--- config.mk ---
export PLATFORM = sky130hd
export DESIGN_NAME = stream_demux
export DESIGN_NICKNAME = d
export VERILOG_FILES = /design/src/rtl/stream_pkg.sv /design/src/rtl/stream_reg_slice.sv /design/src/rtl/stream_demux.sv
export SDC_FILE = /design/constraint.sdc
export NUM_CORES = 1
export LEC_CHECK = 0
export CAP_MARGIN = 20
export CORE_ASPECT_RATIO = 0.7
export CORE_MARGIN = 5
export CORE_UTILIZATION = 45
export DETAILED_ROUTE_END_ITERATION = 8
export PLACE_DENSITY = 0.85
export SLEW_MARGIN = 10
export SYNTH_ARGS = -nofsm -noshare
export SYNTH_HDL_FRONTEND = slang
export SYNTH_SLANG_ARGS = --single-unit
--- constraint.sdc ---
create_clock -name clk -period 4.6 [get_ports clk]
set_clock_uncertainty 0.2 [all_clocks]
set_input_delay 0.92 -clock clk [delete_from_list [all_inputs] [get_ports clk]]
set_output_delay 0.92 -clock clk [all_outputs]
set_load 0.02 [all_outputs]
--- src/rtl/stream_pkg.sv ---
// Shared types and helpers for the stream demultiplexer.
package stream_pkg;

    // Packet-level demux state.
    typedef enum logic [1:0] {
        IDLE  = 2'd0,
        ROUTE = 2'd1,
        DROP  = 2'd2
    } demux_state_e;

    // Select width that never collapses to zero bits.
    function automatic int sel_width(input int n);
        return (n <= 2) ? 1 : $clog2(n);
    endfunction

endpackage

--- src/rtl/stream_reg_slice.sv ---
// Single-entry valid/ready output register carrying data plus last.
module stream_reg_slice #(
    parameter int WIDTH = 8
)(
    input  logic             clk,
    input  logic             rst_n,
    input  logic             load,
    input  logic [WIDTH-1:0] data_in,
    input  logic             last_in,
    input  logic             ready_out,
    output logic             valid_out,
    output logic [WIDTH-1:0] data_out,
    output logic             last_out
);

    logic             valid_q, valid_d;
    logic [WIDTH-1:0] data_q,  data_d;
    logic             last_q,  last_d;

    // Next-state: load wins over drain, payload only changes on load.
    always_comb begin
        // NOTE: every signal gets a default first so no latch is inferred.
        valid_d = valid_q;
        data_d  = data_q;
        last_d  = last_q;
        if (load) begin
            valid_d = 1'b1;
            data_d  = data_in;
            last_d  = last_in;
        end else if (ready_out) begin
            valid_d = 1'b0;
        end
    end

    // State register.
    always_ff @(posedge clk or negedge rst_n) begin
        // NOTE: the payload is a plain register, not a memory, so it is reset
        // too; outputs must read zero immediately after reset.
        if (!rst_n) begin
            valid_q <= 1'b0;
            data_q  <= '0;
            last_q  <= 1'b0;
        end else begin
            // NOTE: non-blocking assignments keep all flops updating together.
            valid_q <= valid_d;
            data_q  <= data_d;
            last_q  <= last_d;
        end
    end

    assign valid_out = valid_q;
    assign data_out  = data_q;
    assign last_out  = last_q;

endmodule

--- src/rtl/stream_demux.sv ---
// N-way packet demultiplexer: select is locked on the first beat of a packet,
// out-of-range selects are swallowed whole and counted.
module stream_demux
    import stream_pkg::*;
#(
    parameter  int WIDTH = 8,
    parameter  int N_CH  = 4,
    parameter  int CNT_W = 16,
    localparam int SEL_W = sel_width(N_CH)
)(
    input  logic                  clk,
    input  logic                  rst_n,
    input  logic                  en,
    input  logic                  s_valid,
    output logic                  s_ready,
    input  logic [WIDTH-1:0]      s_data,
    input  logic [SEL_W-1:0]      s_sel,
    input  logic                  s_last,
    output logic [N_CH-1:0]       m_valid,
    input  logic [N_CH-1:0]       m_ready,
    output logic [N_CH*WIDTH-1:0] m_data,
    output logic [N_CH-1:0]       m_last,
    output logic                  busy,
    output logic [CNT_W-1:0]      drop_cnt
);

    localparam logic [SEL_W:0] N_CH_W = (SEL_W+1)'(N_CH);

    demux_state_e     state_q, state_d;
    logic [SEL_W-1:0] lock_sel_q, lock_sel_d;
    logic [CNT_W-1:0] drop_cnt_q, drop_cnt_d;
    logic [N_CH-1:0]  load;
    logic             sel_in_range;
    logic [SEL_W-1:0] sel_idx;

    // Clamp the live select so the channel lookup never goes out of range.
    assign sel_in_range = ({1'b0, s_sel} < N_CH_W);
    assign sel_idx      = sel_in_range ? s_sel : '0;

    // Next-state, input ready and per-channel load strobes.
    always_comb begin
        state_d    = state_q;
        lock_sel_d = lock_sel_q;
        drop_cnt_d = drop_cnt_q;
        s_ready    = 1'b0;
        load       = '0;
        unique case (state_q)
            IDLE: begin
                s_ready = en & (~sel_in_range | ~m_valid[sel_idx] | m_ready[sel_idx]);
                if (s_valid && s_ready) begin
                    if (sel_in_range) begin
                        load[sel_idx] = 1'b1;
                        lock_sel_d    = sel_idx;
                        if (!s_last) state_d = ROUTE;
                    end else begin
                        if (drop_cnt_q != '1) drop_cnt_d = drop_cnt_q + CNT_W'(1);
                        if (!s_last) state_d = DROP;
                    end
                end
            end
            ROUTE: begin
                s_ready = ~m_valid[lock_sel_q] | m_ready[lock_sel_q];
                if (s_valid && s_ready) begin
                    load[lock_sel_q] = 1'b1;
                    if (s_last) state_d = IDLE;
                end
            end
            DROP: begin
                s_ready = 1'b1;
                if (s_valid && s_last) state_d = IDLE;
            end
            default: state_d = IDLE;
        endcase
    end

    // Packet state, locked select and drop counter.
    always_ff @(posedge clk or negedge rst_n) begin
        if (!rst_n) begin
            state_q    <= IDLE;
            lock_sel_q <= '0;
            drop_cnt_q <= '0;
        end else begin
            state_q    <= state_d;
            lock_sel_q <= lock_sel_d;
            drop_cnt_q <= drop_cnt_d;
        end
    end

    // One output register per channel; all share the input payload.
    for (genvar k = 0; k < N_CH; k++) begin : g_ch
        stream_reg_slice #(.WIDTH(WIDTH)) u_slice (
            .clk       (clk),
            .rst_n     (rst_n),
            .load      (load[k]),
            .data_in   (s_data),
            .last_in   (s_last),
            .ready_out (m_ready[k]),
            .valid_out (m_valid[k]),
            .data_out  (m_data[k*WIDTH +: WIDTH]),
            .last_out  (m_last[k])
        );
    end

    assign busy     = (state_q != IDLE);
    assign drop_cnt = drop_cnt_q;

endmodule

==> flow_summary.json, run 1 <==
{
  "status": "completed",
  "die_h_um": 65.44,
  "grt_setup_unrepaired": "no",
  "grt_pass1_vias": 1396,
  "critical_path_arrival_ns": 2.80,
  "layout_common_cells": "clkdlybuf4s50_1 (59), dfrtp_1 (43), mux2_2 (37), conb_1 (16), nand2_1 (9)",
  "cts_setup_buffers": 0,
  "dp_hpwl_um": 2956,
  "crit_fanout": 7,
  "grt_start_max_net_pins": 44,
  "drt-vias-per-instance": 4.797,
  "yosysSeqAreaShare": 0.5446,
  "drt_iter0_markers": 22,
  "hp-class": "reg2reg",
  "worst_pin_slew_ns": 0.9611,
  "insertion_delay_ns": 0.28,
  "p_per_area_mw_per_mm2": 621.6,
  "vias": 1228,
  "rows": 20,
  "ys_ff_latch": 43,
  "area_delta_synth_final_pct": 33.50,
  "initial_core_util": 0.4590,
  "port_buffers": 60,
  "die_area_sq_mm": 0.005836,
  "netlist_instances": 142,
  "cts_tree": "yes",
  "gp_congestion": 0.7665,
  "core-area_sq_mm": 0.004304,
  "setup_viol": 0,
  "antenna_found_initial": 0,
  "numCtsBuffers": 5,
  "cts_buffer_depth": 2,
  "rr_worst_depth": 4,
  "ant_nets": 0,
  "detail_route.wl_per_cell_um": 16.46,
  "crit_type": "in2out",
  "layout_commonest_cell": "clkdlybuf4s50_1",
  "boundaryPins": 77,
  "ctsResizeCount": 0,
  "synth.distinct_cells": 26,
  "critPathLaunchType": "primary input",
  "ff2ff_setup_slack_ns": 2.42,
  "tns_ns": 0,
  "first_pass_iters": 4,
  "report.final.slew_viol_count": 0,
  "period_share": 0.8514,
  "clk_pin_slew_ns": 0.08,
  "ys.flop_type": "dfrtp_1",
  "synth_warnings": 0,
  "total_power_mw": 1.640,
  "h-tree-depth": 2,
  "syn_avg_cell_area_sq_um": 13.91,
  "fillers": 354,
  "async_flop_share": 1.000,
  "clock-root-buffer": "clkbuf_8",
  "wl_um": 4214,
  "cp-end-kind": "output pin",
  "die_x_um": 89.20,
  "track_usage": 0.1584,
  "min_path_cells": 1,
  "period_needed_ns": 3.917,
  "grt_first_pass_wirelength_um": 6900,
  "fmax_ghz": 0.2553,
  "overflow": 0,
  "p_leak_nw": 1.135,
  "cts_sinks": 43,
  "syn_area_sq_mm": 0.001976,
  "cap_violations": 0,
  "vdd_drop_max_mv": 0.4040,
  "slew_headroom": 0.3592,
  "layout-drive-gt1-share": 0.2836,
  "diodes": 0,
  "postCtsHoldBufs": 0,
  "nets": 219,
  "drc": 0,
  "cp.required_ns": 3.48,
  "hold_viol_final": 0,
  "synth_edf_count": 0
}
## power breakdown
| group | switching [mW] | internal (mW) |
|---|---|---|
| clock network | 0.129 | 0.179 |
| registers | 0.0815 | 0.527 |
| logic | 0.341 | 0.382 |
| total | 0.552 | 1.09 |
## through the flow
| stage | instance area (sq um) | util | worst slack (ns) | hold WS [ns] | std cells |
|---|---|---|---|---|---|
| after floorplan | 2032 | - | 1.578 | 0.2806 | 157 |
| after global placement | 2516 | 0.5846 | 0.6843 | 0.2859 | 248 |
| after detailed placement | 2516 | 0.5846 | 0.6714 | 0.2958 | 248 |
| after CTS | 2638 | 0.6128 | 0.6694 | 0.3181 | 256 |
| after global routing | 2638 | 0.6128 | 0.5728 | 0.3358 | 256 |
| final | 2638 | 0.6128 | 0.6834 | 0.3132 | 256 |
## layer usage
metal | GRT usage | vias up | share of wire
li1 | - | 567 | -
met1 | 0.2090 | 602 | 0.41
met2 | 0.2289 | 57 | 0.44
met3 | 0.08772 | 2 | 0.15
met4 | 0.03346 | 0 | 0.0024
met5 | 0 | - | 0
## state kept, by name, indices dropped and copies added, names as in the netlist
register,cells
g_ch.u_slice.data_out,32
g_ch.u_slice.last_out,4
g_ch.u_slice.valid_out,4
lock_sel_q,2
state_q,1
## cell families (layout without fill, tap and decap cells)
family,Yosys count,after routing,synth area share
muxes,39,39,0.2337
DFF,43,43,0.5446
buffers and inverters,25,69,0.09309
and+or+nand+nor,24,24,0.06839
other,1,16,0.001898
AOI/OAI and AO/OA,10,10,0.05827
## worst max-delay path, cell delays in order
cell             delay, ns
clkdlybuf4s50_1       0.62
mux4_2                0.57
nand2_1               0.08
o21ai_0               0.06
clkdlybuf4s50_1       0.54
## worst paths after layout
check	to	from
min in group asynchronous	g_ch[3].u_slice.data_out[7]	rst_n
min reg2reg	g_ch[0].u_slice.data_out[4]	g_ch[0].u_slice.data_out[4]
max in group asynchronous	g_ch[2].u_slice.valid_out	rst_n
max reg2reg	g_ch[3].u_slice.data_out[5]	state_q[0]
max	s_ready	s_sel[0]
min	g_ch[0].u_slice.data_out[4]	g_ch[0].u_slice.data_out[4]
## cells in the mapped netlist, types with 2 or more instances
master / instances / share of area
a21oi_1: 2 / 0.0051
or2_2: 2 / 0.0063
nand3_1: 2 / 0.0051
mux4_2: 2 / 0.023
buf_4: 24 / 0.091
nand2b_1: 4 / 0.013
dfrtp_1: 43 / 0.54
mux2_2: 37 / 0.21
nand2_1: 9 / 0.017
## cell type report
type | count | area (sq um) | area share
multi-input cells | 89 | 772.0 | 0.2927
repair buffers | 60 | 595.6 | 0.2258
flip-flops and latches | 43 | 1076 | 0.4080
well taps | 55 | 68.82 | 0.02609
inverters | 1 | 3.754 | 0.001423
clock buffers | 6 | 82.58 | 0.03131
clock inverters | 2 | 38.79 | 0.01471
(Power assumes the default switching activity.)
==> inputs of run 2 (changes only) <==
Settings changed: CORE_UTILIZATION 45 to 55, DONT_BUFFER_PORTS set to 1, PLACE_DENSITY 0.85 to 0.76.
Clock period 4.6 ns to 3.44 ns, I/O delays scaled along.
==> run 2 against run 1 <==
Count of clock-buffer cells in the layout is 1 lower. Total power increased by 7.5%. Setup slack worse by 0.056 ns. Non-clock buffer count is 59 lower. Flip-flop and latch count unchanged. Via count is 15% lower. Core utilization fell by 2.6 points. Largest power group is now registers.
==> flow_summary.json, run 2 (same netlist as run 1, synthesis figures left out) <==
{
  "insertion_delay_ns": 0.28,
  "drt_iter0_markers": 84,
  "numCtsBuffers": 5,
  "clock-root-buffer": "clkbuf_8",
  "diodes": 0,
  "final-seq-area_sq_mm": 0.001076,
  "h-tree-depth": 2,
  "grt_pass1_vias": 1233,
  "vdd_drop_max_mv": 0.4630,
  "fmax_ghz": 0.3555,
  "tns_ns": 0,
  "p_per_area_mw_per_mm2": 861.2,
  "r2r_end": "g_ch[3].u_slice.data_out[0]",
  "wl_um": 3892,
  "cpLargestDelayFamily": "compound AO/OA/AOI/OAI gates",
  "largest_register_ff_count": 32,
  "port_buffers": 0,
  "cp-end-kind": "output pin",
  "ant_nets": 0,
  "track_usage": 0.1725,
  "report.final.slew_viol_count": 0,
  "cts_sinks": 43,
  "cp_slowest_cell": "o21ai_0",
  "cts_buffer_depth": 2,
  "placed_area_sq_mm": 0.001914,
  "grt_first_pass_wirelength_um": 6189,
  "overflow": 0,
  "detail_route.wl_per_cell_um": 20.27,
  "status": "completed",
  "core-area_sq_mm": 0.003491,
  "setup_viol": 0,
  "whs_ns": 0.03993,
  "dp_slack_ns": 0.7028,
  "area_delta_synth_final_pct": 3.610,
  "rows": 18,
  "layout-drive-gt1-share": 0.4014,
  "period_needed_ns": 2.813,
  "worst_pin_slew_ns": 0.6824,
  "boundaryPins": 77,
  "layout_commonest_cell": "dfrtp_1",
  "cts_tree": "yes",
  "postCtsHoldBufs": 1,
  "crit_chain": "nand2b_1 > mux4_2 > nand2_1 > o21ai_0",
  "layout_setup_ws_ns": 0.6270,
  "cap_violations": 0,
  "layout_common_cells": "dfrtp_1 (43), mux2_2 (37), conb_1 (16), nand2_1 (9), clkbuf_8 (5)",
  "crit_type": "reg2out",
  "critical_path_arrival_ns": 1.92,
  "first_pass_iters": 4,
  "dp_hpwl_um": 2841,
  "clk_pin_slew_ns": 0.08,
  "crit_fanout": 5,
  "slew_headroom": 0.5403,
  "cp.required_ns": 2.55,
  "gp_congestion": 0.8396,
  "die_x_um": 81.64,
  "period_share": 0.8177,
  "cts_setup_buffers": 0,
  "die_h_um": 60.15,
  "hp-class": "in2async",
  "critPathLaunchType": "register",
  "critPathMaxStageDelay_ns": 0.54,
  "vias": 1043,
  "antenna_found_initial": 0,
  "final_cell_area_sq_mm": 0.002047,
  "fillers": 289,
  "drt-vias-per-instance": 5.432,
  "die_area_sq_mm": 0.004910,
  "nets": 160,
  "hold_viol_final": 0,
  "p_leak_nw": 0.9099,
  "initial_core_util": 0.5659,
  "ff2ff_setup_slack_ns": 1.22,
  "grt_start_max_net_pins": 44,
  "grt_setup_unrepaired": "no",
  "ctsResizeCount": 0,
  "cp_num_buf_inv": 0,
  "multiInputGateArea_sq_um": 772.0,
  "rr_worst_depth": 4,
  "drc": 0,
  "rr_startpoint": "state_q[0]"
}
[run 2: through the flow]
step | utilization | power (mW) | cells
finish | 0.5864 | 1.763 | 192
global route | 0.5864 | 1.862 | 192
detailed placement | 0.5484 | 1.392 | 183
CTS | 0.5864 | 1.788 | 192
global placement | 0.5484 | 1.357 | 183
floorplan | - | 1.348 | 157
[run 2: report_power, final]
| part | total (mW) | switching, mW | internal [mW] | leakage (nW) |
|---|---|---|---|---|
| Clock | 0.378 | 0.162 | 0.216 | 0.0581 |
| Combinational | 0.277 | 0.109 | 0.168 | 0.332 |
| Sequential | 1.11 | 0.403 | 0.705 | 0.520 |
| Total | 1.76 | 0.674 | 1.09 | 0.910 |
[run 2: metal layers]
metal | wire length (um) | vias up | global-route usage
li1 | - | 452 | -
met2 | 1886 | 63 | 0.2993
met3 | 496 | 9 | 0.08283
met4 | 61 | 0 | 0.06398
met5 | 0 | - | 0
met1 | 1448 | 519 | 0.1836
[run 2: cell type report]
class | count | area share
clock inverters | 3 | 0.02139
well taps | 50 | 0.03056
flip-flops and latches | 43 | 0.5257
multi-input cells | 89 | 0.3771
repair buffers | 1 | 0.009780
inverters | 1 | 0.001834
clock buffers | 5 | 0.03362
[run 2: worst max-delay path by stage]
stage,start,endpoint,slack (ns),depth (start not counted)
floorplan,m_ready[2],s_ready,0.88,4
global placement,m_ready[2],s_ready,0.77,4
detailed placement,m_ready[2],s_ready,0.70,4
CTS,g_ch[2].u_slice.valid_out,s_ready,0.61,4
global route,g_ch[2].u_slice.valid_out,s_ready,0.55,4
finish,g_ch[2].u_slice.valid_out,s_ready,0.63,4
